`src/rtl/hazard_pkg.sv`:
```
// Shared types for the pipeline hazard controller: FSM state, flush-count
// and the per-cycle hazard cause used for priority encoding.
package hazard_pkg;

    typedef enum logic [1:0] {
        S_RUN   = 2'd0,
        S_FLUSH = 2'd1,
        S_HALT  = 2'd2
    } state_t;

    typedef logic [1:0] flush_cnt_t;

    typedef enum logic [2:0] {
        C_NONE    = 3'd0,
        C_DMISS   = 3'd1,
        C_IMISS   = 3'd2,
        C_BRANCH  = 3'd3,
        C_LOADUSE = 3'd4
    } cause_t;

endpackage

```
`src/rtl/sat_counter.sv`:
```
// Saturating up-counter: holds at all-ones instead of wrapping.
module sat_counter #(
    parameter int unsigned CNT_W = 16
) (
    input  logic             CLK,
    input  logic             RST,
    input  logic             en,
    output logic [CNT_W-1:0] cnt
);

    always_ff @(posedge CLK) begin
        if (RST) begin
            cnt <= '0;
        end else if (en && (cnt != {CNT_W{1'b1}})) begin
            cnt <= cnt + CNT_W'(1);
        end
    end

endmodule

```
`src/rtl/hazard_ctrl.sv`:
```
// Pipeline hazard controller: drives latch stall/flush enables and PC enable
// for the 5-stage core, with sticky halt and stall/flush activity counters.
//
//   state   | meaning
//   --------+-------------------------------------------------------------
//   S_RUN   | normal issue; hazards resolved cycle by cycle
//   S_FLUSH | squashing wrong-path fetches after a taken branch (r_cnt left)
//   S_HALT  | halt retired; pipeline drained with bubbles until reset
module hazard_ctrl
    import hazard_pkg::*;
#(
    parameter int unsigned REG_W       = 5,
    parameter int unsigned FLUSH_EXTRA = 0,
    parameter int unsigned CNT_W       = 16
) (
    input  logic             CLK,
    input  logic             RST,
    input  logic             ihit,
    input  logic             dhit,
    input  logic             xmem_dreq,
    input  logic             branch_taken,
    input  logic             idex_memread,
    input  logic [REG_W-1:0] idex_rt,
    input  logic [REG_W-1:0] ifid_rs,
    input  logic [REG_W-1:0] ifid_rt,
    input  logic             ifid_uses_rt,
    input  logic             halt_wb,
    output logic             pc_en,
    output logic             stall_ifid,
    output logic             stall_idex,
    output logic             stall_xmem,
    output logic             stall_wb,
    output logic             flush_ifid,
    output logic             flush_idex,
    output logic             flush_xmem,
    output logic             halted,
    output logic [CNT_W-1:0] stall_cnt,
    output logic [CNT_W-1:0] flush_cnt
);

    localparam flush_cnt_t LP_FLUSH_LOAD = flush_cnt_t'(FLUSH_EXTRA);

    state_t     r_state;
    flush_cnt_t r_cnt;
    cause_t     w_cause;

    logic w_dmiss;
    logic w_imiss;
    logic w_loaduse;
    logic w_halt;
    logic w_stall_any;
    logic w_flush_any;

    assign w_dmiss   = xmem_dreq && !dhit;
    assign w_imiss   = !ihit;
    assign w_loaduse = idex_memread && (idex_rt != '0) &&
                       ((idex_rt == ifid_rs) || (ifid_uses_rt && (idex_rt == ifid_rt)));
    assign w_halt    = (r_state == S_HALT) || halt_wb;

    // Load-use is ignored in FLUSH because ID only holds a bubble there.
    always_comb begin
        w_cause = C_NONE;
        if (w_dmiss) begin
            w_cause = C_DMISS;
        end else if (w_imiss) begin
            w_cause = C_IMISS;
        end else if (branch_taken) begin
            w_cause = C_BRANCH;
        end else if (w_loaduse && (r_state != S_FLUSH)) begin
            w_cause = C_LOADUSE;
        end
    end

    always_comb begin
        pc_en      = 1'b0;
        stall_ifid = 1'b0;
        stall_idex = 1'b0;
        stall_xmem = 1'b0;
        stall_wb   = 1'b0;
        flush_ifid = 1'b0;
        flush_idex = 1'b0;
        flush_xmem = 1'b0;
        halted     = 1'b0;
        if (RST) begin
            pc_en = 1'b0;
        end else if (w_halt) begin
            flush_ifid = 1'b1;
            flush_idex = 1'b1;
            flush_xmem = 1'b1;
            halted     = 1'b1;
        end else begin
            unique case (w_cause)
                C_DMISS: begin
                    stall_ifid = 1'b1;
                    stall_idex = 1'b1;
                    stall_xmem = 1'b1;
                    stall_wb   = 1'b1;
                end
                C_IMISS: begin
                    flush_ifid = 1'b1;
                end
                C_BRANCH: begin
                    pc_en      = 1'b1;
                    flush_ifid = 1'b1;
                    flush_idex = 1'b1;
                end
                C_LOADUSE: begin
                    stall_ifid = 1'b1;
                    flush_idex = 1'b1;
                end
                default: begin
                    pc_en      = 1'b1;
                    flush_ifid = (r_state == S_FLUSH);
                end
            endcase
        end
    end

    // A dmem miss freezes the remaining flush count; a new branch reloads it.
    always_ff @(posedge CLK) begin
        if (RST) begin
            r_state <= S_RUN;
            r_cnt   <= '0;
        end else if (r_state != S_HALT) begin
            if (halt_wb) begin
                r_state <= S_HALT;
                r_cnt   <= '0;
            end else if ((w_cause == C_BRANCH) && (FLUSH_EXTRA != 0)) begin
                r_state <= S_FLUSH;
                r_cnt   <= LP_FLUSH_LOAD;
            end else if ((r_state == S_FLUSH) && (w_cause != C_DMISS)) begin
                if (r_cnt <= 2'd1) begin
                    r_state <= S_RUN;
                    r_cnt   <= '0;
                end else begin
                    r_cnt <= r_cnt - 2'd1;
                end
            end
        end
    end

    assign w_stall_any = stall_ifid || stall_idex || stall_xmem || stall_wb;
    assign w_flush_any = flush_ifid || flush_idex || flush_xmem;

    sat_counter #(.CNT_W(CNT_W)) u_stall_cnt (
        .CLK (CLK),
        .RST (RST),
        .en  (w_stall_any && !w_halt),
        .cnt (stall_cnt)
    );

    sat_counter #(.CNT_W(CNT_W)) u_flush_cnt (
        .CLK (CLK),
        .RST (RST),
        .en  (w_flush_any && !w_halt),
        .cnt (flush_cnt)
    );

endmodule

```
`config.mk`:
```
export PLATFORM = sky130hd
export DESIGN_NAME = hazard_ctrl
export DESIGN_NICKNAME = d
export VERILOG_FILES = /design/src/rtl/hazard_pkg.sv /design/src/rtl/sat_counter.sv /design/src/rtl/hazard_ctrl.sv
export SDC_FILE = /design/constraint.sdc
export NUM_CORES = 1
export LEC_CHECK = 0
export CAP_MARGIN = 20
export CORE_MARGIN = 5
export CORE_UTILIZATION = 46
export DETAILED_ROUTE_END_ITERATION = 6
export PLACE_DENSITY = 0.9
export SYNTH_ARGS = -nofsm -noshare
export SYNTH_HDL_FRONTEND = slang
export SYNTH_SLANG_ARGS = --single-unit
```
`constraint.sdc`:
```
create_clock -name CLK -period 2.75 [get_ports CLK]
set_input_delay 0.4125 -clock CLK [delete_from_list [all_inputs] [get_ports CLK]]
set_output_delay 0.4125 -clock CLK [all_outputs]
set_load 0.02 [all_outputs]
```
==> summary.md <==
| Metric | Value |
|---|---|
| Status | `finished, final reports clean` |
| Skew final | `around 0.0074 ns` |
| FF-to-FF Start | `u_stall_cnt.cnt[0]` |
| Initial antenna violation count | `0` |
| Clock Sinks | `33` |
| Via count | `roughly 2100` |
| Syn_nets | `264` |
| Die span in y | `about 75 um` |
| Post-DRT Antenna Nets | `0` |
| Core Footprint | `4060 um2` |
| Initial DRT Pass Iterations | `5` |
| First-pass GRT wire length | `approximately 8800 um` |
| I/O Buffers | `64` |
| Worst path buffer plus inverter count | `2` |
| Fill count | `~350` |
| Post-detail-place hpwl | `4130 um` |
| Clock Pin Slew Worst Setup and Hold Paths | `0.07 ns` |
| Unrepaired setup endpoints after global routing | `false` |
| Hold endpoint | `u_flush_cnt.cnt[15]` |
| Hold-critical path depth | `2` |
| CP startpoint kind | `input pin` |
| CP max-delay cell | `or4_4` |
| Primary FF master, synth | `dfxtp_1` |
| Number of nets in the layout | `between 300 and 400` |
| Yosys Warn Count | `0` |
| Post CTS Setup Buffer Count | `0` |
| DRC | `0` |
| Final setup violating endpoints | `0` |
| Register Area | `~660 um2` |
| Critical path arrival | `~2.3 ns` |
| Pwr Density | `360 nW/um2` |
| CP Class | `in2out` |
| Worst R2R Path Depth | `7` |
| Crit-path leading delay family | `simple AND/OR/NAND/NOR gates` |
| MaxCap Viol Count | `0` |
| Worst Path Max Fanout | `3` |
| Commonest non-fill, non-tap cell in the layout | `clkdlybuf4s50_1` |
| Layout cells sized above 1 | `a little under a tenth` |
| Clk_lat worst skew | `slightly below 0.3 ns` |
| Initial cell density of the core | `around half` |
| Total GRT Usage | `~20%` |
| Total power | `~0.99 mW` |
| Seq cells post-synth | `33` |
| Post-Syn Instances | `between 200 and 250` |
| Max VDD drop | `around 0.00027 V` |
| Clock Path Buffers | `2` |
| Crit end category | `output pin` |
| Peak Freq | `0.372 GHz` |
| Hold crit path type | `reg2reg` |
| Grt total ovfl | `0` |
| Worst EP required | `2.34 ns` |
| Largest net degree at the start of global routing | `32` |
| Drt via density | `5.94` |
| Slowest stage delay, CP | `about 0.55 ns` |
| Crit-path cells | `clkdlybuf4s50_1 -> or4_4 -> o211ai_2 -> nand2b_1 -> and4_1 -> dlygate4sd2_1` |
| Reg2reg end | `u_stall_cnt.cnt[11]` |
| Fin. max-slew vios | `0` |
| Area grow syn2layout | `40.2%` |
| Sequential area share after synthesis | `between 30% and 40%` |
| Final Hold Viols | `0` |
| Final WL | `5550 um` |
| First DRT Iteration DRCs | `around 190` |
| Tmin final | `2.69 ns` |
| Level count of the clock H-tree | `2` |
| Die extent in x | `~75 um` |
| Root Driver | `clkbuf_8` |
| EDFF count, synth | `0` |
| # IOs | `65` |
| Synth Cell Area | `1960 um2` |
| Die ar. | `5670 um2` |
| N_diodes | `0` |
| Slew @ Worst Pin | `between 0.5 and 0.6 ns` |
| Area occupied by multi-input gates | `roughly 1200 um2` |
| Commonest cells after routing, fill and taps aside | `clkdlybuf4s50_1 (61), dfxtp_1 (33), a21oi_1 (21), nand3_1 (18), nand2_1 (16)` |
| Vias in the first global route | `~2000` |
| Max_slew headroom | `66.0%` |
| PnR worst setup slack | `0.0643 ns` |
| Fin util | `67.8%` |
| Setup TNS | `0 ns` |
| Fraction of registers with async set/reset | `0%` |
| Post-Syn Area per Cell | `roughly 8.2 um2` |
| Worst Hold Launch | `u_flush_cnt.cnt[15]` |
| Placer congestion estimate | `around 0.82` |
| Worst R2R Setup Slack | `between 0.3 and 0.4 ns` |
| Row cnt | `23` |
| DP Worst Slack | `-0.200 ns` |
| CTS tree | `done` |
| TritonCTS buffer count | `5` |
| Crit share post-route | `between 90% and 100%` |
| Unique masters post-synth | `50` |
| Leak Pwr | `0.887 nW` |
| Wire length per cell | `about 16 um` |
-- worst register-to-register path: stages (launching register included) --
cell and delay, ns:
dfxtp_1 0.35, ha_1 0.24, and3_1 0.26, and4_1 0.26, nand2b_1 0.37, buf_4 0.31
o311ai_0 0.38, o41ai_1 0.14
-- flip-flops by register name, indices dropped and copies added, names as in the netlist --
register / count
r_state: 1
u_flush_cnt.cnt: 16
u_stall_cnt.cnt: 16
-- through the flow --
| step | cell area, um2 | instances | hold slack, ns |
|---|---|---|---|
| 6_report | 2750 | 356 | 0.501 |
| 3_5_place_dp | 2670 | 348 | 0.495 |
| 3_3_place_gp | 2670 | 348 | 0.479 |
| 2_1_floorplan | 1960 | 238 | 0.480 |
| 5_1_grt | 2750 | 356 | 0.514 |
| 4_1_cts | 2750 | 356 | 0.504 |
-- worst max-delay path by stage --
stage | slack [ns] | end | from | cells past startpoint
after detailed placement | -0.20 | pc_en | idex_rt[2] | 6
final | 0.06 | pc_en | idex_rt[2] | 6
after floorplan | 0.65 | stall_ifid | idex_rt[1] | 6
after global placement | -0.16 | pc_en | idex_rt[2] | 6
after global routing | 0.01 | stall_wb | halt_wb | 5
after CTS | 0.06 | pc_en | idex_rt[2] | 6
-- cells by family after synthesis --
group	count (synthesis)	synth area share (%)
buffers and inverters	19	5.48
AND/OR/NAND/NOR	104	29.8
multiplexers	5	2.74
flip-flops	33	33.7
XOR/XNOR	11	4.91
adder cells (fa/ha/maj)	2	1.27
AO/OA/AOI/OAI	64	22.2
-- synth_stat cells, types with 2 or more instances --
library cell / n / area, um2
nor4_1: 3 / 18.8
and3_1: 2 / 12.5
inv_1: 2 / 7.51
buf_2: 5 / 25.0
xnor2_1: 10 / 87.6
buf_4: 3 / 22.5
nand2_1: 16 / 60.1
nand2b_1: 4 / 25.0
o41ai_1: 6 / 52.6
a21oi_1: 21 / 105
nor3_1: 3 / 15.0
and4_1: 4 / 35.0
or2_2: 3 / 18.8
or3_1: 8 / 50.1
o311ai_0: 5 / 43.8
nand4_1: 8 / 50.1
nand3_1: 18 / 90.1
ha_1: 2 / 25.0
nor2_1: 15 / 56.3
mux2_1: 3 / 33.8
mux2i_1: 2 / 20.0
nor2b_1: 3 / 18.8
or4_1: 11 / 82.6
clkbuf_1: 5 / 18.8
dfxtp_1: 33 / 661
o31ai_1: 11 / 82.6
o21ai_1: 9 / 45.0
-- routing by layer --
layer,part of all wire (%),track usage [%],up-vias
met5,0,0,-
met4,1.0,7.57,0
met3,9.6,5.94,7
met2,49,33.9,85
met1,41,23.9,979
li1,-,-,1042
-- area by class of cell --
type / instances / area share [%]
Sequential cell: 33 / 24.0
Inverter: 3 / 0.409
Multi-Input combinational cell: 186 / 43.4
Timing Repair Buffer: 76 / 26.9
Tap cell: 50 / 2.27
Clock buffer: 6 / 2.64
Clock inverter: 2 / 0.364
-- power by group --
part | internal, mW | total [mW] | switching, mW
Clock | 0.175 | 0.355 | 0.180
Sequential | 0.481 | 0.484 | 0.00287
Combinational | 0.0755 | 0.151 | 0.0759
-- timing repair --
item                       in CTS  in global routing
gates resized for setup         3                  0
setup endpoints to repair       3                  0
hold buffers                    0                  0
Power figures use the tool's default switching activity.
